===== src/rtl/lda_pkg.sv =====
// Shared types and constants for the line-drawing command scheduler.
// Coordinate widths follow the 320x240 frame buffer.
package lda_pkg;

    typedef enum logic [2:0] {
        IDLE    = 3'd0,
        LOAD    = 3'd1,
        RUN     = 3'd2,
        RELEASE = 3'd3,
        REPORT  = 3'd4
    } state_e;

    localparam int X_W = 9;
    localparam int Y_W = 8;

    localparam logic [1:0] ST_OK    = 2'b00;
    localparam logic [1:0] ST_TMO   = 2'b01;
    localparam logic [1:0] ST_RANGE = 2'b10;

    localparam int X_MAX_DEF = 319;
    localparam int Y_MAX_DEF = 239;

    // True when any endpoint lies outside the visible frame.
    function automatic logic coord_bad(
        input logic [X_W-1:0] x0,
        input logic [Y_W-1:0] y0,
        input logic [X_W-1:0] x1,
        input logic [Y_W-1:0] y1,
        input logic [X_W-1:0] xmax,
        input logic [Y_W-1:0] ymax
    );
        return (x0 > xmax) || (x1 > xmax) || (y0 > ymax) || (y1 > ymax);
    endfunction

endpackage


===== src/rtl/lda_sched_rr_arb2.sv =====
// Two-way round-robin arbiter: on a tie the requester that did not win last
// time is granted; a lone requester always wins.
module rr_arb2 (
    input  logic [1:0] valid,
    input  logic       last_grant,
    input  logic       enable,
    output logic [1:0] grant
);

    // One-hot grant selection, suppressed while the scheduler is occupied.
    always_comb begin
        grant = 2'b00;
        if (!enable) begin
            grant = 2'b00;
        end else if (valid == 2'b11) begin
            grant = last_grant ? 2'b01 : 2'b10;
        end else begin
            grant = valid;
        end
    end

endmodule


===== src/rtl/lda_sched.sv =====
// Round-robin command scheduler for the single Bresenham line engine: grants
// a requester, drives the level start/done handshake and reports completion.
module lda_sched
    import lda_pkg::*;
#(
    parameter int GAP     = 2,
    parameter int TIMEOUT = 4095,
    parameter int X_MAX   = X_MAX_DEF,
    parameter int Y_MAX   = Y_MAX_DEF
) (
    input  logic           clk,
    input  logic           reset,
    input  logic           req0_valid,
    input  logic [X_W-1:0] req0_x0,
    input  logic [Y_W-1:0] req0_y0,
    input  logic [X_W-1:0] req0_x1,
    input  logic [Y_W-1:0] req0_y1,
    input  logic           req0_colour,
    output logic           req0_ready,
    output logic           req0_done,
    input  logic           req1_valid,
    input  logic [X_W-1:0] req1_x0,
    input  logic [Y_W-1:0] req1_y0,
    input  logic [X_W-1:0] req1_x1,
    input  logic [Y_W-1:0] req1_y1,
    input  logic           req1_colour,
    output logic           req1_ready,
    output logic           req1_done,
    output logic [1:0]     status,
    output logic           busy,
    output logic [X_W-1:0] lda_x0,
    output logic [Y_W-1:0] lda_y0,
    output logic [X_W-1:0] lda_x1,
    output logic [Y_W-1:0] lda_y1,
    output logic           lda_colour,
    output logic           lda_start,
    input  logic           lda_done
);

    localparam int             GW    = $clog2(GAP + 1);
    localparam logic [GW-1:0]  GAP_L = GW'(GAP);
    localparam logic [11:0]    TMO_L = 12'(TIMEOUT);
    localparam logic [X_W-1:0] X_LIM = X_W'(X_MAX);
    localparam logic [Y_W-1:0] Y_LIM = Y_W'(Y_MAX);

    state_e        state_r;
    logic          owner_r;
    logic          last_grant_r;
    logic [1:0]    st_hold_r;
    logic [11:0]   run_cnt_r;
    logic [GW-1:0] gap_cnt_r;
    logic [1:0]    grant_s;
    logic          range_err_s;

    rr_arb2 u_arb (
        .valid      ({req1_valid, req0_valid}),
        .last_grant (last_grant_r),
        .enable     (state_r == IDLE),
        .grant      (grant_s)
    );

    // The engine-facing registers double as the command latch.
    assign range_err_s = coord_bad(lda_x0, lda_y0, lda_x1, lda_y1, X_LIM, Y_LIM);

    // Scheduler FSM; every output is a register updated here.
    always_ff @(posedge clk) begin
        if (reset) begin
            state_r      <= IDLE;
            owner_r      <= 1'b0;
            last_grant_r <= 1'b1;
            st_hold_r    <= ST_OK;
            run_cnt_r    <= 12'd0;
            gap_cnt_r    <= '0;
            req0_ready   <= 1'b0;
            req1_ready   <= 1'b0;
            req0_done    <= 1'b0;
            req1_done    <= 1'b0;
            status       <= ST_OK;
            busy         <= 1'b0;
            lda_x0       <= '0;
            lda_y0       <= '0;
            lda_x1       <= '0;
            lda_y1       <= '0;
            lda_colour   <= 1'b0;
            lda_start    <= 1'b0;
        end else begin
            req0_ready <= 1'b0;
            req1_ready <= 1'b0;
            req0_done  <= 1'b0;
            req1_done  <= 1'b0;
            case (state_r)
                IDLE: begin
                    status <= ST_OK;
                    if (grant_s != 2'b00) begin
                        req0_ready   <= grant_s[0];
                        req1_ready   <= grant_s[1];
                        owner_r      <= grant_s[1];
                        last_grant_r <= grant_s[1];
                        lda_x0       <= grant_s[1] ? req1_x0 : req0_x0;
                        lda_y0       <= grant_s[1] ? req1_y0 : req0_y0;
                        lda_x1       <= grant_s[1] ? req1_x1 : req0_x1;
                        lda_y1       <= grant_s[1] ? req1_y1 : req0_y1;
                        lda_colour   <= grant_s[1] ? req1_colour : req0_colour;
                        busy         <= 1'b1;
                        state_r      <= LOAD;
                    end else begin
                        busy <= 1'b0;
                    end
                end
                LOAD: begin
                    if (range_err_s) begin
                        st_hold_r <= ST_RANGE;
                        state_r   <= REPORT;
                    end else begin
                        lda_start <= 1'b1;
                        run_cnt_r <= 12'd1;
                        state_r   <= RUN;
                    end
                end
                // run_cnt_r==1 marks the first RUN cycle, where done may be stale.
                RUN: begin
                    if ((run_cnt_r != 12'd1) && lda_done) begin
                        lda_start <= 1'b0;
                        st_hold_r <= ST_OK;
                        gap_cnt_r <= GW'(1);
                        state_r   <= RELEASE;
                    end else if (run_cnt_r == TMO_L) begin
                        lda_start <= 1'b0;
                        st_hold_r <= ST_TMO;
                        gap_cnt_r <= GW'(1);
                        state_r   <= RELEASE;
                    end else begin
                        run_cnt_r <= run_cnt_r + 12'd1;
                    end
                end
                RELEASE: begin
                    if (gap_cnt_r == GAP_L) begin
                        state_r <= REPORT;
                    end else begin
                        gap_cnt_r <= gap_cnt_r + GW'(1);
                    end
                end
                REPORT: begin
                    req0_done <= ~owner_r;
                    req1_done <= owner_r;
                    status    <= st_hold_r;
                    state_r   <= IDLE;
                end
                default: begin
                    state_r <= IDLE;
                end
            endcase
        end
    end

endmodule


===== config.mk =====
export PLATFORM = sky130hd
export DESIGN_NAME = lda_sched
export DESIGN_NICKNAME = d
export VERILOG_FILES = /design/src/rtl/lda_pkg.sv /design/src/rtl/lda_sched_rr_arb2.sv /design/src/rtl/lda_sched.sv
export SDC_FILE = /design/constraint.sdc
export NUM_CORES = 1
export LEC_CHECK = 0
export ABC_AREA = 1
export CAP_MARGIN = 0
export CORE_ASPECT_RATIO = 0.75
export CORE_MARGIN = 2
export CORE_UTILIZATION = 35
export CTS_BUF_LIST = sky130_fd_sc_hd__clkbuf_2
export CTS_CLUSTER_SIZE = 25
export DETAILED_ROUTE_END_ITERATION = 7
export PLACE_DENSITY = 0.67
export SYNTH_ARGS = -nofsm -noshare
export SYNTH_HDL_FRONTEND = slang
export SYNTH_HIERARCHICAL = 1
export SYNTH_SLANG_ARGS = --single-unit

===== constraint.sdc =====
create_clock -name clk -period 2 [get_ports clk]
set_input_delay 0.3 -clock clk [delete_from_list [all_inputs] [get_ports clk]]
set_output_delay 0.3 -clock clk [all_outputs]
set_load 0.01 [all_outputs]

==> impl_metrics.env <==
export IMPL_synth_top_area_share_pct=40.9
export IMPL_crit_fanout=3
export IMPL_syn_cell_area_um2=3130
export IMPL_grt_overflow=0
export IMPL_layout_drive_gt1_share_pct=8.35
export IMPL_path_depth=1
export IMPL_ioPinCount=118
export IMPL_r2r_end="lda_x1[4]"
export IMPL_r2r_start="state_r[1]"
export IMPL_mostFrequentLayoutCell="clkdlybuf4s50_1"
export IMPL_grt_max_degree=71
export IMPL_ys_seq_elements=64
export IMPL_worstSetupEndpointType="output pin"
export IMPL_drtIter0Drc=154
export IMPL_die_width_um=113
export IMPL_reg2reg_slack_ps=230
export IMPL_synthTopCellsByArea="dfxtp_1 (41%), mux2i_1 (10%), a21oi_1 (8.6%), nand2_1 (7.8%), o21ai_0 (6.6%)"
export IMPL_hold_violations=0
export IMPL_clock_power_share_pct=12.2
export IMPL_cp_num_buf_inv=1
export IMPL_antenna_found_initial=0
export IMPL_fin_skew_ps=17.5
export IMPL_crit_chain="clkdlybuf4s50_1"
export IMPL_min_to="lda_x1[1]"
export IMPL_cts_sinks=64
export IMPL_synth_async_reset_ratio_pct=0
export IMPL_layout_common_cells="clkdlybuf4s50_1 (117), nand2_1 (65), dfxtp_1 (64)"
export IMPL_rsz0062_at_grt="false"
export IMPL_post_cts_setup_buffers=0
export IMPL_pwr_share_comb_pct=51.3
export IMPL_area_delta_synth_final_pct=45.9
export IMPL_violations="DRC"
export IMPL_synth_edff_count=0
export IMPL_diodes=0
export IMPL_max_cap_viol_count=0
export IMPL_cts_root_buf="clkbuf_2"
export IMPL_synth_seq_area_share_pct=40.9
export IMPL_finalCritPeriodShare_pct=89.7
export IMPL_cts_hold_buf=0
export IMPL_internal_power_mw=3.36
export IMPL_syn_avg_cell_area_um2=7.52
export IMPL_start_util_pct=36.5
export IMPL_setup_tns_ps=0
export IMPL_leakagePower_nw=1.77
export IMPL_worstHoldPathCells=3
export IMPL_core_area_um2=8560
export IMPL_stdcell_count=647
export IMPL_ys_warnings_count=6
export IMPL_globalRouteTotalUtil_pct=18.9
export IMPL_syn_num_nets=494
export IMPL_synthCells=416
export IMPL_slowest_delay_ps=580
export IMPL_cp_slowest_cell="clkdlybuf4s50_1"
export IMPL_dp_cells=630
export IMPL_fin_crit_ps=1790
export IMPL_required_ps=1700
export IMPL_status="finished, violations left"
export IMPL_power_mw=5.67
export IMPL_critPathKind="reg2out"
export IMPL_setup_viol=0
export IMPL_avgRoutedWirePerCell_um=14.3
export IMPL_drc=3
export IMPL_tritoncts="done"
export IMPL_hpwl_mm=6.66
export IMPL_h_tree_depth=3
export IMPL_cts_buffer_depth=2
export IMPL_io_buffers=117
export IMPL_drt_pass1_iter_count=7
export IMPL_hp_class="in2reg"
export IMPL_rr_worst_depth=10
export IMPL_fillers=834
export IMPL_arrival_ps=1490
export IMPL_worstSetupStartpointType="register"
export IMPL_gp_congestion=0.887
export IMPL_wl_mm=9.27
export IMPL_tightest_slew_ps=273
export IMPL_viasPerCell=4.93
export IMPL_sequentialPowerShare_pct=36.6
export IMPL_synthFlopType="dfxtp_1"
export IMPL_power_density_nw_per_um2=1240
export IMPL_critPathTopFamily="buffers and inverters"
export IMPL_drv_slew=0
export IMPL_grt_pass1_wl_mm=14.7
export IMPL_die_area_um2=9720
export IMPL_yosysUniqueCellTypes=26
export IMPL_cts_clk_slew_worst_paths_ps=200
export IMPL_worstHoldStart="req0_x1[1]"
export IMPL_finalNetCount=612
export IMPL_fmax_ghz=0.557
export IMPL_vdd_drop_max_uv=547
export IMPL_ant_nets=0
export IMPL_switching_share_pct=40.8
export IMPL_dieHeight_um=85.9
export IMPL_clk_insertion_delay_late_ps=490
export IMPL_rows=29
export IMPL_max_slew_margin_pct=81.7
export IMPL_switchingPower_mw=2.31
export IMPL_fin_util_pct=53.3
export IMPL_via_count=3191
export IMPL_cts_inserted_buffers=9
export IMPL_grt_pass1_vias=3025
export IMPL_synth_top_area_cell="dfxtp_1"
-- per-stage QoR --
step	setup slack [ps]	cell area (µm²)	hold WS, ps
floorplan	315	3130	369
global placement	142	4450	437
detailed placement	89.4	4450	443
CTS	147	4540	364
global route	21.2	4570	376
finish	205	4570	411
-- registers in the layout, indices dropped and copies added, names as in the netlist --
signal / cells
lda_y0: 8
status: 2
req0_done: 1
owner_r: 1
lda_x1: 9
gap_cnt_r: 2
lda_x0: 9
busy: 1
lda_colour: 1
lda_y1: 8
run_cnt_r: 12
state_r: 3
last_grant_r: 1
req1_ready: 1
lda_start: 1
st_hold_r: 2
req0_ready: 1
req1_done: 1
-- cells by family (layout without fill, tap and decap cells) --
kind of cell	Yosys count	after routing	synth area share, %
AND/OR/NAND/NOR	165	165	24.3
adder cells (fa/ha/maj)	3	3	1.20
multiplexers	32	32	10.2
flip-flops	64	64	40.9
AO/OA/AOI/OAI	96	96	15.4
buffers and inverters	56	179	7.92
-- synthesized netlist by cell type, drive strengths merged, types with 2 or more instances --
cell type and n:
a21oi 54, and2 2, buf 16, clkbuf 6
dfxtp 64, ha 3, inv 34, mux2i 32
nand2 70, nand3 26, nand3b 2, nand4 9
nor2 48, nor3 7, o21ai 41
-- how the worst max path moves through the flow --
| stage | from | endpoint | slack [ps] |
|---|---|---|---|
| floorplan | state_r[1] | lda_x1[0] | 320 |
| global placement | req0_valid | lda_y1[3] | 140 |
| detailed placement | req0_valid | lda_x1[4] | 90 |
| CTS | lda_y0[5] | lda_y0[5] | 150 |
| global route | state_r[1] | lda_x0[7] | 20 |
| finish | lda_y0[5] | lda_y0[5] | 210 |
-- power groups by stage --
| stage | clock (mW) | combinational, mW | sequential, mW |
|---|---|---|---|
| floorplan | 0 | 1.33 | 2.23 |
| global route | 0.778 | 3.18 | 2.13 |
| CTS | 0.723 | 2.82 | 2.07 |
| finish | 0.689 | 2.91 | 2.07 |
| global placement | 0 | 2.76 | 2.08 |
| detailed placement | 0 | 2.82 | 2.08 |
-- cell type report --
class	instances	area [µm²]	area share (%)
multi-input cells	296	1610	35.3
repair buffers	129	1320	28.8
flip-flops and latches	64	1280	28.1
well taps	108	135	2.96
inverters	34	128	2.79
clock buffers	10	50.0	1.10
clock inverters	6	45.0	0.986
-- layer usage --
layer  vias up  share of wire (%)  track usage (%)
li1       1634                  -                -
met1      1467                 49             25.2
met2        84                 46             31.0
met3         6                4.7             4.17
met4         0               0.83             5.32
met5         -                  0                0
-- worst min-delay path, stage by stage --
cell             delay, ps
clkdlybuf4s50_1        390
mux2i_1                120
a21oi_1                 80
-- repair_timing --
item,CTS,global route
resized for setup,0,0
endpoints found under the setup margin,0,3
endpoints found under the hold margin,0,0
(Power assumes the default switching activity.)
